==> config.mk <==
export PLATFORM = sky130hd
export DESIGN_NAME = sm83_decode_queue
export DESIGN_NICKNAME = d
export VERILOG_FILES = /design/src/rtl/sm83_decode_queue.sv
export SDC_FILE = /design/constraint.sdc
export NUM_CORES = 1
export LEC_CHECK = 0
export BUFFER_PORTS_ARGS = -buffer_cell sky130_fd_sc_hd__buf_2
export CAP_MARGIN = 10
export CELL_PAD_IN_SITES_DETAIL_PLACEMENT = 0
export CELL_PAD_IN_SITES_GLOBAL_PLACEMENT = 1
export CORE_ASPECT_RATIO = 1.75
export CORE_UTILIZATION = 48
export CTS_CLUSTER_DIAMETER = 30
export DETAILED_ROUTE_END_ITERATION = 12
export GPL_TIMING_DRIVEN = 1
export PLACE_DENSITY_LB_ADDON = 0.15
export SYNTH_ARGS = -nofsm -noshare
export SYNTH_HDL_FRONTEND = slang
export SYNTH_SLANG_ARGS = --single-unit
==> constraint.sdc <==
create_clock -name clk -period 3.5 [get_ports clk]
set_input_delay 0.35 -clock clk [delete_from_list [all_inputs] [get_ports clk]]
set_output_delay 0.35 -clock clk [all_outputs]
set_load 0.01 [all_outputs]
==> src/rtl/sm83_decode_queue.sv <==
// SM83 instruction assembler + decoder feeding a DEPTH-entry queue of decoded control records.
// Optional CB-prefix handling is enabled by defining SM83_CB_PREFIX_EN.
module sm83_decode_queue #(
    parameter int DEPTH   = 4,
    parameter int STATE_W = 16
) (
    input  logic                     clk,
    input  logic                     rst,
    input  logic [7:0]               byte_in,
    input  logic                     byte_valid,
    output logic                     byte_ready,
    input  logic                     flush,
    output logic                     dec_valid,
    input  logic                     dec_ready,
    output logic [7:0]               dec_opcode,
    output logic                     dec_cb,
    output logic [3:0]               dec_ld_reg,
    output logic [1:0]               dec_ptr_reg,
    output logic [STATE_W-1:0]       dec_next_state,
    output logic [15:0]              dec_reset_vec,
    output logic [15:0]              dec_imm,
    output logic [1:0]               dec_len,
    output logic                     dec_illegal,
    output logic [$clog2(DEPTH):0]   count
);

    localparam int AW = $clog2(DEPTH);
    localparam int CW = AW + 1;

    localparam logic [STATE_W-1:0] ST_RESET    = STATE_W'(16'hff00);
    localparam logic [STATE_W-1:0] ST_FETCH_A  = STATE_W'(16'hff05);
    localparam logic [STATE_W-1:0] ST_LD_IMM_C = STATE_W'(16'hff0b);
    localparam logic [STATE_W-1:0] ST_LD_A16_A = STATE_W'(16'hff0c);
    localparam logic [STATE_W-1:0] ST_JP_IMM_A = STATE_W'(16'hff0f);
    localparam logic [STATE_W-1:0] ST_CB_A     = STATE_W'(16'hff10);

    typedef struct packed {
        logic [7:0]         opcode;
        logic               cb;
        logic [3:0]         ld_reg;
        logic [1:0]         ptr_reg;
        logic [STATE_W-1:0] next_state;
        logic [15:0]        reset_vec;
        logic [15:0]        imm;
        logic [1:0]         len;
        logic               illegal;
    } rec_t;

    typedef enum logic [1:0] {
        S_OPC,
        S_IMM_LO,
        S_IMM_HI
`ifdef SM83_CB_PREFIX_EN
        , S_CB
`endif
    } state_t;

    function automatic logic is_ld_d8(input logic [7:0] op);
        return op[7:6] == 2'b00 && op[2:0] == 3'b110 && op[5:3] != 3'b110;
    endfunction

    function automatic logic is_ld_hl(input logic [7:0] op);
        return op[7:6] == 2'b01 && op[2:0] == 3'b110 && op[5:3] != 3'b110;
    endfunction

    // Opcode register field (b,c,d,e,h,l,-,a) to the control register enum (a=0 ... l=7).
    function automatic logic [3:0] reg_enum(input logic [2:0] code);
        case (code)
            3'd0:    return 4'd1;
            3'd1:    return 4'd2;
            3'd2:    return 4'd3;
            3'd3:    return 4'd4;
            3'd4:    return 4'd6;
            3'd5:    return 4'd7;
            default: return 4'd0;
        endcase
    endfunction

    function automatic rec_t decode(input logic [7:0] op, input logic cb,
                                    input logic [7:0] lo, input logic [7:0] hi);
        rec_t r;
        r            = '0;
        r.opcode     = op;
        r.next_state = ST_FETCH_A;
        r.len        = 2'd1;
        if (cb) begin
            r.cb         = 1'b1;
            r.next_state = ST_CB_A;
            r.len        = 2'd2;
        end else if (is_ld_d8(op)) begin
            r.next_state = ST_LD_IMM_C;
            r.ld_reg     = reg_enum(op[5:3]);
            r.imm        = {8'h00, lo};
            r.len        = 2'd2;
        end else if (op == 8'hc3) begin
            r.next_state = ST_JP_IMM_A;
            r.ld_reg     = 4'hb;
            r.imm        = {hi, lo};
            r.len        = 2'd3;
        end else if (is_ld_hl(op)) begin
            r.next_state = ST_LD_A16_A;
            r.ptr_reg    = 2'd2;
        end else if (op[7:6] == 2'b11 && op[2:0] == 3'b111) begin
            r.next_state = ST_RESET;
            r.reset_vec  = {8'h00, 2'b00, op[5:3], 3'b000};
        end else if (op != 8'h00) begin
            r.illegal = 1'b1;
        end
        return r;
    endfunction

    state_t          state, state_nxt;
    logic            need2, need2_nxt;
    logic [7:0]      op_q, op_nxt;
    logic [7:0]      lo_q, lo_nxt;
    rec_t            mem [DEPTH];
    logic [AW-1:0]   wr_ptr, rd_ptr;
    rec_t            rec_in, head;
    logic            accept, push, pop;

    assign byte_ready = !rst && !flush && (count != CW'(DEPTH));
    assign accept     = byte_valid && byte_ready;
    assign dec_valid  = count != '0;
    assign pop        = dec_valid && dec_ready;

    // NOTE: every always_comb output gets a default first so no path leaves it unassigned (no latch).
    always_comb begin
        state_nxt = state;
        need2_nxt = need2;
        op_nxt    = op_q;
        lo_nxt    = lo_q;
        push      = 1'b0;
        rec_in    = decode(byte_in, 1'b0, 8'h00, 8'h00);
        if (accept) begin
            case (state)
                S_OPC: begin
                    op_nxt = byte_in;
`ifdef SM83_CB_PREFIX_EN
                    if (byte_in == 8'hcb) state_nxt = S_CB; else
`endif
                    if (is_ld_d8(byte_in)) begin
                        state_nxt = S_IMM_LO;
                        need2_nxt = 1'b0;
                    end else if (byte_in == 8'hc3) begin
                        state_nxt = S_IMM_LO;
                        need2_nxt = 1'b1;
                    end else begin
                        push = 1'b1;
                    end
                end
                S_IMM_LO: begin
                    if (need2) begin
                        lo_nxt    = byte_in;
                        state_nxt = S_IMM_HI;
                    end else begin
                        push      = 1'b1;
                        rec_in    = decode(op_q, 1'b0, byte_in, 8'h00);
                        state_nxt = S_OPC;
                    end
                end
                S_IMM_HI: begin
                    push      = 1'b1;
                    rec_in    = decode(op_q, 1'b0, lo_q, byte_in);
                    state_nxt = S_OPC;
                end
`ifdef SM83_CB_PREFIX_EN
                S_CB: begin
                    push      = 1'b1;
                    rec_in    = decode(byte_in, 1'b1, 8'h00, 8'h00);
                    state_nxt = S_OPC;
                end
`endif
                default: state_nxt = S_OPC;
            endcase
        end
    end

    // NOTE: sequential state uses non-blocking assignments so every register samples pre-edge values.
    always_ff @(posedge clk) begin
        if (rst) begin
            state  <= S_OPC;
            need2  <= 1'b0;
            op_q   <= '0;
            lo_q   <= '0;
            wr_ptr <= '0;
            rd_ptr <= '0;
            count  <= '0;
            // NOTE: the record storage is cleared on reset because the head entry is visible on dec_*.
            for (int i = 0; i < DEPTH; i++) mem[i] <= '0;
        end else if (flush) begin
            state  <= S_OPC;
            need2  <= 1'b0;
            wr_ptr <= '0;
            rd_ptr <= '0;
            count  <= '0;
        end else begin
            state <= state_nxt;
            need2 <= need2_nxt;
            op_q  <= op_nxt;
            lo_q  <= lo_nxt;
            if (push) begin
                mem[wr_ptr] <= rec_in;
                wr_ptr      <= wr_ptr + AW'(1);
            end
            if (pop) rd_ptr <= rd_ptr + AW'(1);
            case ({push, pop})
                2'b10:   count <= count + CW'(1);
                2'b01:   count <= count - CW'(1);
                default: count <= count;
            endcase
        end
    end

    assign head           = dec_valid ? mem[rd_ptr] : '0;
    assign dec_opcode     = head.opcode;
    assign dec_cb         = head.cb;
    assign dec_ld_reg     = head.ld_reg;
    assign dec_ptr_reg    = head.ptr_reg;
    assign dec_next_state = head.next_state;
    assign dec_reset_vec  = head.reset_vec;
    assign dec_imm        = head.imm;
    assign dec_len        = head.len;
    assign dec_illegal    = head.illegal;

endmodule

==> results.toml <==
[clock_tree]
cts_max_path_buffers = 2
clk_pin_slew_ns = 0.07
cts_sinks = 184
cts_inserted_buffers = 17
cts_tree = "yes"
htreeDepth = 4
cts-resized-gates = 0
clk_latency_ns = 0.44
cts_setup_buffers = 0
cts_root_buffer = "clkbuf_16"
ctsHoldBuffers = 0

[placement]
gp_congestion = 0.891
dp.cells = 968
portBuffers = 64
placed_area_mm2 = 0.00927
hpwl_mm = 15.0

[pwr]
comb_power_share_pct = 5.4
switching_share_pct = 24.2
internal-power_uw = 3540
seqPwrFrac_pct = 53.3
switchingPower_uw = 1130
ir_drop_mv = 0.300
p_per_area_mw_per_mm2 = 473
p_leak_uw = 0.00374
p_total_uw = 4670
clkPwrFrac_pct = 41.3

[drt]
wirelength_mm = 21.8
first_pass_iters = 5
drt-wirelength-per-cell_um = 21.8
vias = 5626
route.detailed.drc = 0
antenna_left = 0
drt-initial-drc-count = 317
avgViaCountPerCell = 5.63

[synthesis]
avgSynthCellArea_um2 = 12.5
synthDistinctLibCells = 60
synth_warnings = 0
synth-main-ff-cell = "edfxtp_1"
yosysSeqAreaShare_pct = 59.5
syn_area_mm2 = 0.00882
async_flop_share_pct = 0
synth_edf_count = 156
ys_ff_latch = 184
synth_cells = 707

[cells_and_area]
nNetsFinal = 772
ff_latch_area_mm2 = 0.00525
final_common_cell = "nor2_1"
diodes = 0
drive_gt1_share_pct = 22.6
postLayoutCellArea_mm2 = 0.00988
fillers = 1542
final_cell_mix = "188 x nor2_1, 156 x edfxtp_1, 64 x buf_2"
syn_to_final_growth_pct = 12.0
multi_input_area_mm2 = 0.00317
layoutNonFillerInstCount = 1000

[sta]
setup_viol_count_final = 0
fin_crit_sh_pct = 81.0
maxSlewHeadroom_pct = 48.1
hold_viol_final = 0
worst_pin_slew_ns = 0.775
fmax_ghz = 0.353
skew_ns = 0.0157
setup_tns_ns = 0
post-route-min-period_ns = 2.84
slew_violations = 0
grt_setup_unrepaired = "false"

[critical_path]
crit_type = "reg2reg"
crit_fanout = 20
crit_arrival_ns = 2.97
endpoint_kind = "register"
critPathLaunchType = "register"
worstPathRequired_ns = 3.63

[die]
die_w_um = 104
ios = 84
dieArea_mm2 = 0.0189
coreArea_mm2 = 0.0180
rows = 65
die_h_um = 181
initial_core_util_pct = 49.1

[run]
maxCapViolations = 0

[outcome]
status = "completed"

[global_routing]
track_usage_pct = 24.3
grt_max_degree = 41
gr-total-overflow = 0
grt_pass1_vias = 5881
grt_pass1_wl_mm = 33.6
antenna_found_initial = 0

[min_path]
hold_path_class = "in2reg"
==> synth_stat cells (4+ instances only) <==
cell type | n | area share (%)
a21oi_1 | 13 | 0.74
a22oi_1 | 17 | 1.4
and2_1 | 41 | 2.9
buf_2 | 19 | 1.1
buf_4 | 30 | 2.6
clkbuf_1 | 20 | 0.85
dfxtp_1 | 28 | 6.4
edfxtp_1 | 156 | 53
ha_1 | 5 | 0.71
inv_1 | 14 | 0.60
mux2i_1 | 18 | 2.0
mux4_2 | 39 | 10
nand2_1 | 17 | 0.72
nand2b_1 | 12 | 0.85
nand3_1 | 6 | 0.34
nand3b_1 | 4 | 0.34
nor2_1 | 188 | 8.0
nor2b_1 | 4 | 0.28
nor3_1 | 5 | 0.28
o21ai_0 | 6 | 0.34
or3_1 | 4 | 0.28
xor2_1 | 4 | 0.40
==> path summary, 6_finish.rpt <==
| check | start | to | slack [ns] | depth (start not counted) |
|---|---|---|---|---|
| max | state[1] | mem[2][1] | 0.66 | 8 |
| min | flush | state[1] | 0.28 | 4 |
| max reg2reg | state[1] | mem[2][1] | 0.66 | 8 |
| min reg2reg | lo_q[0] | lo_q[0] | 0.51 | 2 |
==> cell families (layout without fill, tap and decap cells) <==
kind of cell             after synthesis  in the layout  share of synthesized area, %
AO/OA/AOI/OAI                         58             58                          4.77
AND/OR/NAND/NOR                      306            306                          16.6
multiplexers                          57             57                          12.0
XOR/XNOR                               7              7                         0.695
buffers and inverters                 88            129                          5.50
other                                  1             19                        0.0425
flip-flops                           184            184                          59.5
adder cells (fa/ha/maj)                6              6                         0.936
==> area by class of cell <==
| cell class | count | area share (%) |
|---|---|---|
| Inverter | 14 | 0.532 |
| Multi-Input combinational cell | 453 | 32.0 |
| Tap cell | 234 | 2.96 |
| Timing Repair Buffer | 83 | 5.19 |
| Sequential cell | 184 | 53.1 |
| Clock buffer | 18 | 4.56 |
| Clock inverter | 14 | 1.61 |
==> power by group through the flow <==
stage / registers (uW) / logic (uW) / clock network (uW)
2_1_floorplan: 2520 / 184 / 0
3_3_place_gp: 2530 / 250 / 0
3_5_place_dp: 2540 / 253 / 0
4_1_cts: 2490 / 254 / 1950
5_1_grt: 2500 / 271 / 2020
6_report: 2490 / 252 / 1930
==> registers in the layout, indices dropped and copies added, names as in the netlist, named ones only <==
| signal | cells |
|---|---|
| count | 3 |
| mem | 156 |
| wr_ptr | 2 |
| rd_ptr | 2 |
| need2 | 1 |
| state | 2 |
| op_q | 8 |
| lo_q | 8 |
==> metrics by stage <==
step	util (%)	setup WS (ns)	hold WS, ns
final	55.0	0.665	0.282
after global routing	55.0	0.462	0.304
after CTS	55.0	0.658	0.274
after detailed placement	51.6	0.679	0.496
after global placement	51.6	0.725	0.486
after floorplan	-	0.595	0.464
==> layer usage <==
layer	routed length, um	up-vias	share of wire, %	global-route usage, %
li1	-	2580	-	-
met1	8050	2839	37	26.7
met2	12200	170	56	45.2
met3	800	37	3.7	2.99
met4	818	0	3.7	12.6
met5	0	-	0	0
==> worst max-delay path, stage by stage (launching register included) <==
cell,delay (ns)
dfxtp_1,0.34
inv_1,0.09
ha_1,0.19
nor2b_1,0.61
nor2_1,0.15
o31ai_4,0.15
nand4b_2,0.19
nand2b_2,0.52
buf_12,0.27
Power figures use the tool's default switching activity.
